File: config.mk
export PLATFORM = sky130hd
export DESIGN_NAME = instr_fetch
export DESIGN_NICKNAME = d
export VERILOG_FILES = /design/src/rtl/instr_fetch_pkg.sv /design/src/rtl/instr_fetch_fifo.sv /design/src/rtl/instr_fetch.sv
export SDC_FILE = /design/constraint.sdc
export NUM_CORES = 1
export LEC_CHECK = 0
export CAP_MARGIN = 20
export CORE_MARGIN = 2
export CORE_UTILIZATION = 30
export CTS_CLUSTER_SIZE = 24
export DETAILED_ROUTE_END_ITERATION = 12
export DONT_BUFFER_PORTS = 1
export GPL_TIMING_DRIVEN = 0
export PLACE_DENSITY_LB_ADDON = 0.3
export SKIP_LAST_GASP = 1
export SLEW_MARGIN = 20
export SYNTH_ARGS = -nofsm -noshare
export SYNTH_HDL_FRONTEND = slang
export SYNTH_HIERARCHICAL = 1
export SYNTH_SLANG_ARGS = --single-unit
export TNS_END_PERCENT = 50
File: constraint.sdc
create_clock -name clk -period 5.9 [get_ports clk]
set_input_delay 0.59 -clock clk [delete_from_list [all_inputs] [get_ports clk]]
set_output_delay 0.59 -clock clk [all_outputs]
set_load 0.005 [all_outputs]
File: src/rtl/instr_fetch_pkg.sv
// Shared constants, state type and pointer helper for the instruction fetch unit.
package instr_fetch_pkg;

  localparam int ADDR_W     = 16;
  localparam int FIFO_DEPTH = 4;
  localparam int CNT_W      = $clog2(FIFO_DEPTH + 1);
  localparam int PTR_W      = $clog2(FIFO_DEPTH);

  localparam logic [31:0] HALT_WORD = 32'hFFFF_FFFF;

  typedef enum logic [1:0] {
    ST_IDLE  = 2'd0,
    ST_FETCH = 2'd1,
    ST_DRAIN = 2'd2,
    ST_DONE  = 2'd3
  } state_t;

  // Circular pointer advance; correct for any depth, not only powers of two.
  function automatic logic [PTR_W-1:0] next_ptr(input logic [PTR_W-1:0] p);
    return (p == PTR_W'(FIFO_DEPTH - 1)) ? '0 : p + 1'b1;
  endfunction

endpackage

File: src/rtl/instr_fetch_fifo.sv
// Prefetch buffer: instruction word plus its word address, with occupancy count.
// A pop is legal while full, so a push in the same cycle is accepted then.
module fetch_fifo
  import instr_fetch_pkg::*;
(
  input  logic              clk,
  input  logic              rst_n,
  input  logic              flush,
  input  logic              push,
  input  logic [31:0]       push_data,
  input  logic [ADDR_W-1:0] push_pc,
  input  logic              pop,
  output logic [31:0]       head_data,
  output logic [ADDR_W-1:0] head_pc,
  output logic [CNT_W-1:0]  count
);

  logic [31:0]       data_mem [FIFO_DEPTH];
  logic [ADDR_W-1:0] pc_mem   [FIFO_DEPTH];
  logic [PTR_W-1:0]  rd_ptr;
  logic [PTR_W-1:0]  wr_ptr;
  logic              pop_ok;
  logic              push_ok;

  assign pop_ok  = pop && (count != '0);
  assign push_ok = push && ((count != CNT_W'(FIFO_DEPTH)) || pop_ok);

  assign head_data = data_mem[rd_ptr];
  assign head_pc   = pc_mem[rd_ptr];

  // Pointer and occupancy bookkeeping; flush empties the buffer outright.
  always_ff @(posedge clk or negedge rst_n) begin
    if (!rst_n) begin
      rd_ptr <= '0;
      wr_ptr <= '0;
      count  <= '0;
    end else if (flush) begin
      rd_ptr <= '0;
      wr_ptr <= '0;
      count  <= '0;
    end else begin
      if (push_ok) wr_ptr <= next_ptr(wr_ptr);
      if (pop_ok)  rd_ptr <= next_ptr(rd_ptr);
      count <= count + CNT_W'(push_ok) - CNT_W'(pop_ok);
    end
  end

  // Entry storage.
  always_ff @(posedge clk or negedge rst_n) begin
    if (!rst_n) begin
      for (int i = 0; i < FIFO_DEPTH; i++) begin
        data_mem[i] <= '0;
        pc_mem[i]   <= '0;
      end
    end else if (push_ok && !flush) begin
      data_mem[wr_ptr] <= push_data;
      pc_mem[wr_ptr]   <= push_pc;
    end
  end

endmodule

File: src/rtl/instr_fetch.sv
// Instruction fetch unit: issues sequential program-memory reads into a small
// prefetch buffer, stops on HALT_WORD, and supports redirect with flush.
// Consumer handshake: a head word transfers on a rising edge where
// instr_valid and instr_ready are both high; while instr_valid is high and
// instr_ready low, the presented word holds (only a redirect may remove it).
module instr_fetch
  import instr_fetch_pkg::*;
(
  input  logic        clk,
  input  logic        rst_n,
  input  logic        start,
  input  logic [31:0] start_addr,
  input  logic        redirect,
  input  logic [31:0] redirect_addr,
  output logic        pm_re,
  output logic [31:0] pm_rd_addr,
  input  logic [31:0] pm_data,
  output logic        instr_valid,
  output logic [31:0] instr_data,
  output logic [31:0] instr_pc,
  input  logic        instr_ready,
  output logic        busy,
  output logic        done,
  output logic [1:0]  state_dbg
);

  state_t            state;
  logic [ADDR_W-1:0] pc;
  logic              resp_pending;
  logic [ADDR_W-1:0] resp_addr;

  logic [CNT_W-1:0]  fifo_count;
  logic [31:0]       head_data;
  logic [ADDR_W-1:0] head_pc;
  logic [CNT_W:0]    outstanding;
  logic              can_issue;
  logic              redirect_ok;
  logic              start_ok;
  logic              resp_arrive;
  logic              is_halt;
  logic              fifo_push;
  logic              fifo_pop;
  logic              unused_addr_bits;

  // Upper address bits are architecturally ignored.
  assign unused_addr_bits = ^{start_addr[31:ADDR_W], redirect_addr[31:ADDR_W]};

  assign state_dbg   = state;
  assign start_ok    = start && ((state == ST_IDLE) || (state == ST_DONE));
  assign redirect_ok = redirect && ((state == ST_FETCH) || (state == ST_DRAIN));
  assign resp_arrive = resp_pending && (state == ST_FETCH);
  assign is_halt     = (pm_data == HALT_WORD);
  assign fifo_push   = resp_arrive && !is_halt && !redirect_ok;
  assign fifo_pop    = instr_valid && instr_ready;

  // Every issued read reserves a slot until its word leaves the buffer.
  assign outstanding = {1'b0, fifo_count} + (CNT_W+1)'(pm_re) + (CNT_W+1)'(resp_pending);
  assign can_issue   = outstanding < (CNT_W+1)'(FIFO_DEPTH);

  assign instr_valid = (fifo_count != '0);
  assign instr_data  = instr_valid ? head_data : '0;
  assign instr_pc    = instr_valid ? {{(32-ADDR_W){1'b0}}, head_pc} : '0;

  fetch_fifo u_fifo (
    .clk       (clk),
    .rst_n     (rst_n),
    .flush     (redirect_ok),
    .push      (fifo_push),
    .push_data (pm_data),
    .push_pc   (resp_addr),
    .pop       (fifo_pop),
    .head_data (head_data),
    .head_pc   (head_pc),
    .count     (fifo_count)
  );

  // Fetch control FSM with registered read port and status outputs.
  always_ff @(posedge clk or negedge rst_n) begin
    if (!rst_n) begin
      state        <= ST_IDLE;
      pc           <= '0;
      pm_re        <= 1'b0;
      pm_rd_addr   <= '0;
      resp_pending <= 1'b0;
      resp_addr    <= '0;
      busy         <= 1'b0;
      done         <= 1'b0;
    end else begin
      resp_pending <= pm_re;
      resp_addr    <= pm_rd_addr[ADDR_W-1:0];
      case (state)
        ST_IDLE, ST_DONE: begin
          pm_re <= 1'b0;
          if (start_ok) begin
            state      <= ST_FETCH;
            pm_re      <= 1'b1;
            pm_rd_addr <= {{(32-ADDR_W){1'b0}}, start_addr[ADDR_W-1:0]};
            pc         <= start_addr[ADDR_W-1:0] + 1'b1;
            busy       <= 1'b1;
            done       <= 1'b0;
          end
        end
        ST_FETCH, ST_DRAIN: begin
          if (redirect_ok) begin
            // Kill the read the memory samples now; its response never lands.
            state        <= ST_FETCH;
            pm_re        <= 1'b1;
            pm_rd_addr   <= {{(32-ADDR_W){1'b0}}, redirect_addr[ADDR_W-1:0]};
            pc           <= redirect_addr[ADDR_W-1:0] + 1'b1;
            resp_pending <= 1'b0;
          end else if (state == ST_FETCH) begin
            if (resp_arrive && is_halt) begin
              state        <= ST_DRAIN;
              pm_re        <= 1'b0;
              resp_pending <= 1'b0;
            end else if (can_issue) begin
              pm_re      <= 1'b1;
              pm_rd_addr <= {{(32-ADDR_W){1'b0}}, pc};
              pc         <= pc + 1'b1;
            end else begin
              pm_re <= 1'b0;
            end
          end else begin
            pm_re <= 1'b0;
            if (fifo_count == '0) begin
              state <= ST_DONE;
              busy  <= 1'b0;
              done  <= 1'b1;
            end
          end
        end
        default: state <= ST_IDLE;
      endcase
    end
  end

endmodule

# [Yosys cells after proc, flatten, opt, wreduce, memory -nomap -nowiden]
# Cells that the tools add are included.
[op_classes] n_shift=0 mul=0 muxes=59 addsub=9 reduce_logical=26 bitwise_logic=2 n_div=0 n_eq_ne=16 order_cmp=4
[op_table] operator="32-bit 2-to-1 mux" count=9
[op_table] operator="16-bit 2-to-1 mux" count=9
[op_table] operator="128-bit bitwise mux" count=1
[op_table] operator="32-bit binary-select mux with 2-bit select" count=1
[op_table] operator="64-bit bitwise mux" count=1
[op_table] operator="32-bit demux with 2-bit select" count=1
[op_table] operator="32-bit case mux with 2 select lines" count=1
[op_table] operator="16-bit by 1-bit adder with 16-bit output (second input constant)" count=3
[op_table] operator="16-bit binary-select mux with 2-bit select" count=1
[op_table] operator="16-bit demux with 2-bit select" count=1
[op_table] operator="32-bit equality test (second input constant)" count=1
[op_table] operator="16-bit case mux with 2 select lines" count=1
[op_table] operator="2-bit 2-to-1 mux" count=11
[op_table] operator="1-bit 2-to-1 mux" count=17
[op_table] operator="1-bit logical AND" count=11
[op_table] operator="3-bit by 2-bit inequality test with 1-bit output (second input constant)" count=3
[op_table] operator="2-bit equality test (second input constant)" count=4
[op_table] operator="2-bit inequality test (second input constant)" count=4
[op_table] operator="4-bit by 3-bit inequality test with 1-bit output (second input constant)" count=2
[op_table] operator="4-bit AND reduction" count=2
[op_table] operator="3-bit >= comparator (second input constant)" count=2
[op_table] operator="2-bit inverter with 3-bit output" count=2
[op_table] operator="1-bit case mux with 2 select lines" count=3
[op_table] operator="2-bit by 1-bit adder with 2-bit output (second input constant)" count=2
[op_table] operator="18 further kinds" count=23
[word_totals] romBits=0 output_inout_bits=102 latchBits=0 register_bits=269 mem_count=0 mem_bits_rw=0 in_bits=101 wordCells=135

# [Depth between registers and ports, before layout]
[depth] ltp_word=9 depth_mapped=16 depth_no_buf=13

# [Hierarchy]
# Netlist, hierarchy kept.
[modules_own_cells] mod="fetch_fifo" area_each_um2=8675.8 cells_each=509 seq_area_each_um2=4979.8 instances=1
[modules_own_cells] mod="instr_fetch" area_each_um2=3231.8 cells_each=344 seq_area_each_um2=1351.3 instances=1

# [Worst setup path before layout]
# Ideal clock, no wire load.
[synth_path] path_type="reg2reg" startpoint="reg state[0] (netlist: state_dbg[0])" endpoint="reg u_fifo/data_mem[58] (netlist bit)" setup_slack_ns=2.625 path_stages_with_launch=12 required_time_ns=5.775 setup_ns=0.125 arrival_ns=3.150 period_less_slack_ns=3.275 path_buffers=5 path_cell_list="dfrtp_1 ha_1 buf_6 buf_2 buf_1 nor2b_1 a211oi_1 inv_1 nor4b_1 buf_2 buf_4 mux2_2"
[synth_between] elab_chain_cells=7 word_cells_on_any_way=10 cone_classes="eq/ne: 2; reduce/logical: 8"
[synth_lines] item="from (decl)" line="instr_fetch.sv:27" source="state_t state;"
[synth_lines] item="from (signal assigned)" line="instr_fetch.sv:80" source="state <= ST_IDLE;"
[synth_lines] item="from (signal assigned)" line="instr_fetch.sv:95" source="state <= ST_FETCH;"
[synth_lines] item="from (signal assigned)" line="instr_fetch.sv:106" source="state <= ST_FETCH;"
[synth_lines] item="2-bit by 1-bit equality test with 1-bit output / 2-bit equality test (equally long branches)" line="instr_fetch.sv:50" source="assign redirect_ok = redirect && ((state == ST_FETCH) || (state == ST_DRAIN));"
[synth_lines] item="1-bit logical OR *" line="instr_fetch.sv:50"
[synth_lines] item="1-bit logical AND *" line="instr_fetch.sv:50"
[synth_lines] item="via redirect_ok" line="instr_fetch.sv:37" source="logic redirect_ok;"
[synth_lines] item="1-bit zero test *" line="instr_fetch.sv:53" source="assign fifo_push = resp_arrive && !is_halt && !redirect_ok;"
[synth_lines] item="1-bit logical AND *" line="instr_fetch.sv:53"
[synth_lines] item="via fifo_push" line="instr_fetch.sv:41" source="logic fifo_push;"
[synth_lines] item="1-bit logical AND *" line="instr_fetch_fifo.sv:26" source="assign push_ok = push && ((count != CNT_W'(FIFO_DEPTH)) || pop_ok);"
[synth_lines] item="1-bit logical AND *" line="instr_fetch_fifo.sv:55" source="end else if (push_ok && !flush) begin"
[synth_lines] item="to (signal, indexed assignment)" line="instr_fetch_fifo.sv:56" source="data_mem[wr_ptr] <= push_data;"
[synth_lines] item="to (decl)" line="instr_fetch_fifo.sv:18" source="logic [31:0] data_mem [FIFO_DEPTH];"
# Mark *: on every way through the listed nets, which the timed path passes. The rest lies on a longest branch.
# A chain may end at the register's enable or synchronous reset.

# [Worst setup path in the final report]
[layout_path] startpoint="reg state[0] (netlist: state_dbg[0])" endpoint="reg u_fifo/pc_mem[33] (netlist bit)"
[layout_between] elab_chain_cells=7 word_cells_on_any_way=10 cone_classes="eq/ne: 2; reduce/logical: 8"
[layout_lines] item="2-bit by 1-bit equality test with 1-bit output / 2-bit equality test (equally long branches)" line="instr_fetch.sv:50"
[layout_lines] item="1-bit logical OR *" line="instr_fetch.sv:50"
[layout_lines] item="1-bit logical AND *" line="instr_fetch.sv:50"
[layout_lines] item="via redirect_ok" line="instr_fetch.sv:37"
[layout_lines] item="1-bit zero test *" line="instr_fetch.sv:53"
[layout_lines] item="1-bit logical AND *" line="instr_fetch.sv:53"
[layout_lines] item="via fifo_push" line="instr_fetch.sv:41"
[layout_lines] item="1-bit logical AND *" line="instr_fetch_fifo.sv:26"
[layout_lines] item="1-bit logical AND *" line="instr_fetch_fifo.sv:55"
[layout_lines] item="to (signal, indexed assignment)" line="instr_fetch_fifo.sv:57" source="pc_mem[wr_ptr] <= push_pc;"
[layout_lines] item="to (decl)" line="instr_fetch_fifo.sv:19" source="logic [ADDR_W-1:0] pc_mem [FIFO_DEPTH];"
# Marks and branches as above.

==> out/qor.yml <==
status:
  status: "finished with violations"
  violations: "negative hold slack"
die:
  start_util: 0.3060
  core_area_um2: 38920
  dieWidth_um: 203.2
  row_count: 72
  die-height_um: 203.2
  die_area_um2: 41300
  io_pins: 203
synth:
  yosysMostFrequentCell: "dfrtp_1"
  yosysTopAreaCellShare: 0.5317
  synth_edf_count: 0
  synth_common_cells: "dfrtp_1 (253), mux2_2 (184), and2_1 (52), mux4_2 (48), nand2_1 (42)"
  synth_area_leaders: "dfrtp_1 (53%), mux2_2 (17%), mux4_2 (9.1%)"
  synth-main-ff-cell: "dfrtp_1"
  syn_area_um2: 11910
  yosys.area.top_type: "dfrtp_1"
  synth_seq_area_share: 0.5317
  synthDistinctLibCells: 52
  synth_warnings: 6
  synth-seq-cells: 253
  async_reset_ff_frac: 1.000
  syn_avg_cell_area_um2: 13.96
  netlist_instances: 853
cts:
  tritoncts: "yes"
  clkSinkCount: 253
  cts_max_level: 1
  cts_root_buf: "clkbuf_16"
  path_clk_slew_ns: 0.06
  numCtsBuffers: 30
  insertion_delay_ns: 0.56
  clock_path_buffers: 3
  postCtsResizedCells: 0
  post-cts-setup-buffers: 0
routing:
  drt-pass1-iter-count: 4
  drt_iter0_drc: 281
  drc: 0
  routed_wl_um: 28830
  ant_nets: 0
  vias_per_cell: 4.730
  wire_per_inst_um: 19.79
  via_count: 6892
hold_path:
  min_path_type: "input port to asynchronous set/reset pin"
place:
  preCtsSetupSlack_ns: 1.243
  post_dp_cell_area_um2: 12670
  gp_congestion: 0.7513
  dpl.cell_count: 1402
  dp_hpwl_um: 19490
  portBuffers: 0
global_route:
  globalRouteOverflowTotal: 0
  grt_pass1_vias: 7363
  antenna_found_initial: 1
  grt_pass1_wl_um: 45300
  grt_max_degree: 254
  track_usage: 0.1421
setup_path:
  crit_fanout: 10
  arrival_ns: 4.99
  path_class: "register to register"
  required_ns: 6.34
  crit_path_end_kind: "register"
  cp-start-kind: "register"
finish:
  fillers: 3829
  syn_to_final_growth_pct: 15.28
  fin_area_um2: 13730
  postLayoutCoreUtil: 0.3527
  drive_above_1_share: 0.3727
  final_nets: 1028
  n_antenna_cell: 0
  fin_cells: 1457
timing:
  holdWs_ns: -0.2695
  fmax_mhz: 219.9
  report.final.slew_viol_count: 0
  fin_crit_ns: 4.548
  layout_setup_ws_ns: 1.352
  finalClockSkew_ns: 0.007988
  setup-tns-final_ns: 0
  hold_viol_final: 253
  slew_headroom: 0.4006
  setup_viol: 0
  rsz0062_at_grt: "no"
  worstMarginPinSlew_ns: 0.8991
  period_share: 0.7709
power_and_ir_drop:
  p_per_area_nw_per_um2: 461.1
  ir_worst_vdd_v: 0.0002227
  p_leak_nw: 6.079
run:
  timing.max_cap.violations: 0
-- final timing paths --
path / slack (ns) / startpoint / cells after the start / end
worst max-delay path: 1.35 / state_dbg[0]$_DFFE_PN0P_ / 11 / u_fifo/pc_mem[33]$_DFFE_PN0P_
worst min-delay path: -0.27 / rst_n / 0 / u_fifo/data_mem[53]$_DFFE_PN0P_
worst max register to register: 1.35 / state_dbg[0]$_DFFE_PN0P_ / 11 / u_fifo/pc_mem[33]$_DFFE_PN0P_
worst min register to register: 0.43 / pm_rd_addr[8]$_DFFE_PN0P_ / 0 / resp_addr[8]$_DFF_PN0_
max in group asynchronous: 5.81 / rst_n / 0 / resp_addr[14]$_DFF_PN0_
min in group clk: 0.17 / pm_data[24] / 1 / u_fifo/data_mem[88]$_DFFE_PN0P_
-- flip-flops by register name (all words and copies together) (netlist names) --
signal	count
u_fifo/wr_ptr	2
state_dbg	2
pm_re	1
u_fifo/rd_ptr	2
u_fifo/pc_mem	64
pm_rd_addr	16
done	1
u_fifo/count	3
resp_addr	16
resp_pending	1
pc	16
busy	1
u_fifo/data_mem	128
-- power by group --
group,internal [mW],switching (mW)
clock,1.22,0.745
combinational,0.905,0.708
sequential,2.36,0.397
-- final cells by class --
cell class	instances	area [um2]	area share
inverter	8	30.03	0.002188
sequential	253	6331	0.4612
clock buffer	41	843.3	0.06143
tap	518	648.1	0.04722
clock inverter	14	205.2	0.01495
multi-input combinational	542	5171	0.3767
buffer	81	498.0	0.03628
-- logic make-up (layout without fill, tap and decap cells) --
| group | Yosys count | in the layout | share of synthesized area |
|---|---|---|---|
| multiplexers | 270 | 270 | 0.2993 |
| AO/OA/AOI/OAI | 58 | 58 | 0.02837 |
| AND/OR/NAND/NOR | 158 | 158 | 0.07429 |
| adder cells (fa/ha/maj) | 11 | 11 | 0.01219 |
| XOR/XNOR | 13 | 13 | 0.009562 |
| other | 1 | 32 | 0.0003149 |
| flip-flops | 253 | 253 | 0.5317 |
| buffers and inverters | 89 | 144 | 0.04434 |
-- cell usage in the layout, fill, tap and decap left out, types with 20 or more instances in the layout --
cell	instances
mux4_2	48
mux2_2	184
mux2_1	20
nand2_1	42
buf_2	22
dfrtp_1	253
clkbuf_1	25
and2_1	52
conb_1	32
buf_4	36
clkbuf_16	31
o21ai_0	26
-- worst max-delay path: stages, from the launching register on --
cell	delay (ns)
dfrtp_1	0.48
ha_1	0.45
buf_6	0.19
buf_2	0.22
buf_1	0.42
nor2b_1	0.19
a211oi_1	0.51
inv_1	0.27
nor4b_1	0.64
buf_2	0.41
buf_4	0.29
mux2_2	0.36
-- through the flow --
| stage | power [mW] | hold slack, ns |
|---|---|---|
| after floorplan | 3.943 | 0.2944 |
| after CTS | 6.450 | -0.2992 |
| after global routing | 6.748 | -0.3065 |
| final | 6.330 | -0.2695 |
| after global placement | 4.391 | 0.3055 |
| after detailed placement | 4.446 | 0.3048 |
-- layer usage --
layer  routed length, um  share of wire  track usage
met5                   0              0            0
met3                1917          0.066      0.04123
met2               13400           0.46       0.2278
met1               13020           0.45       0.1926
met4                 502          0.017      0.02711
(Power assumes the default switching activity.)
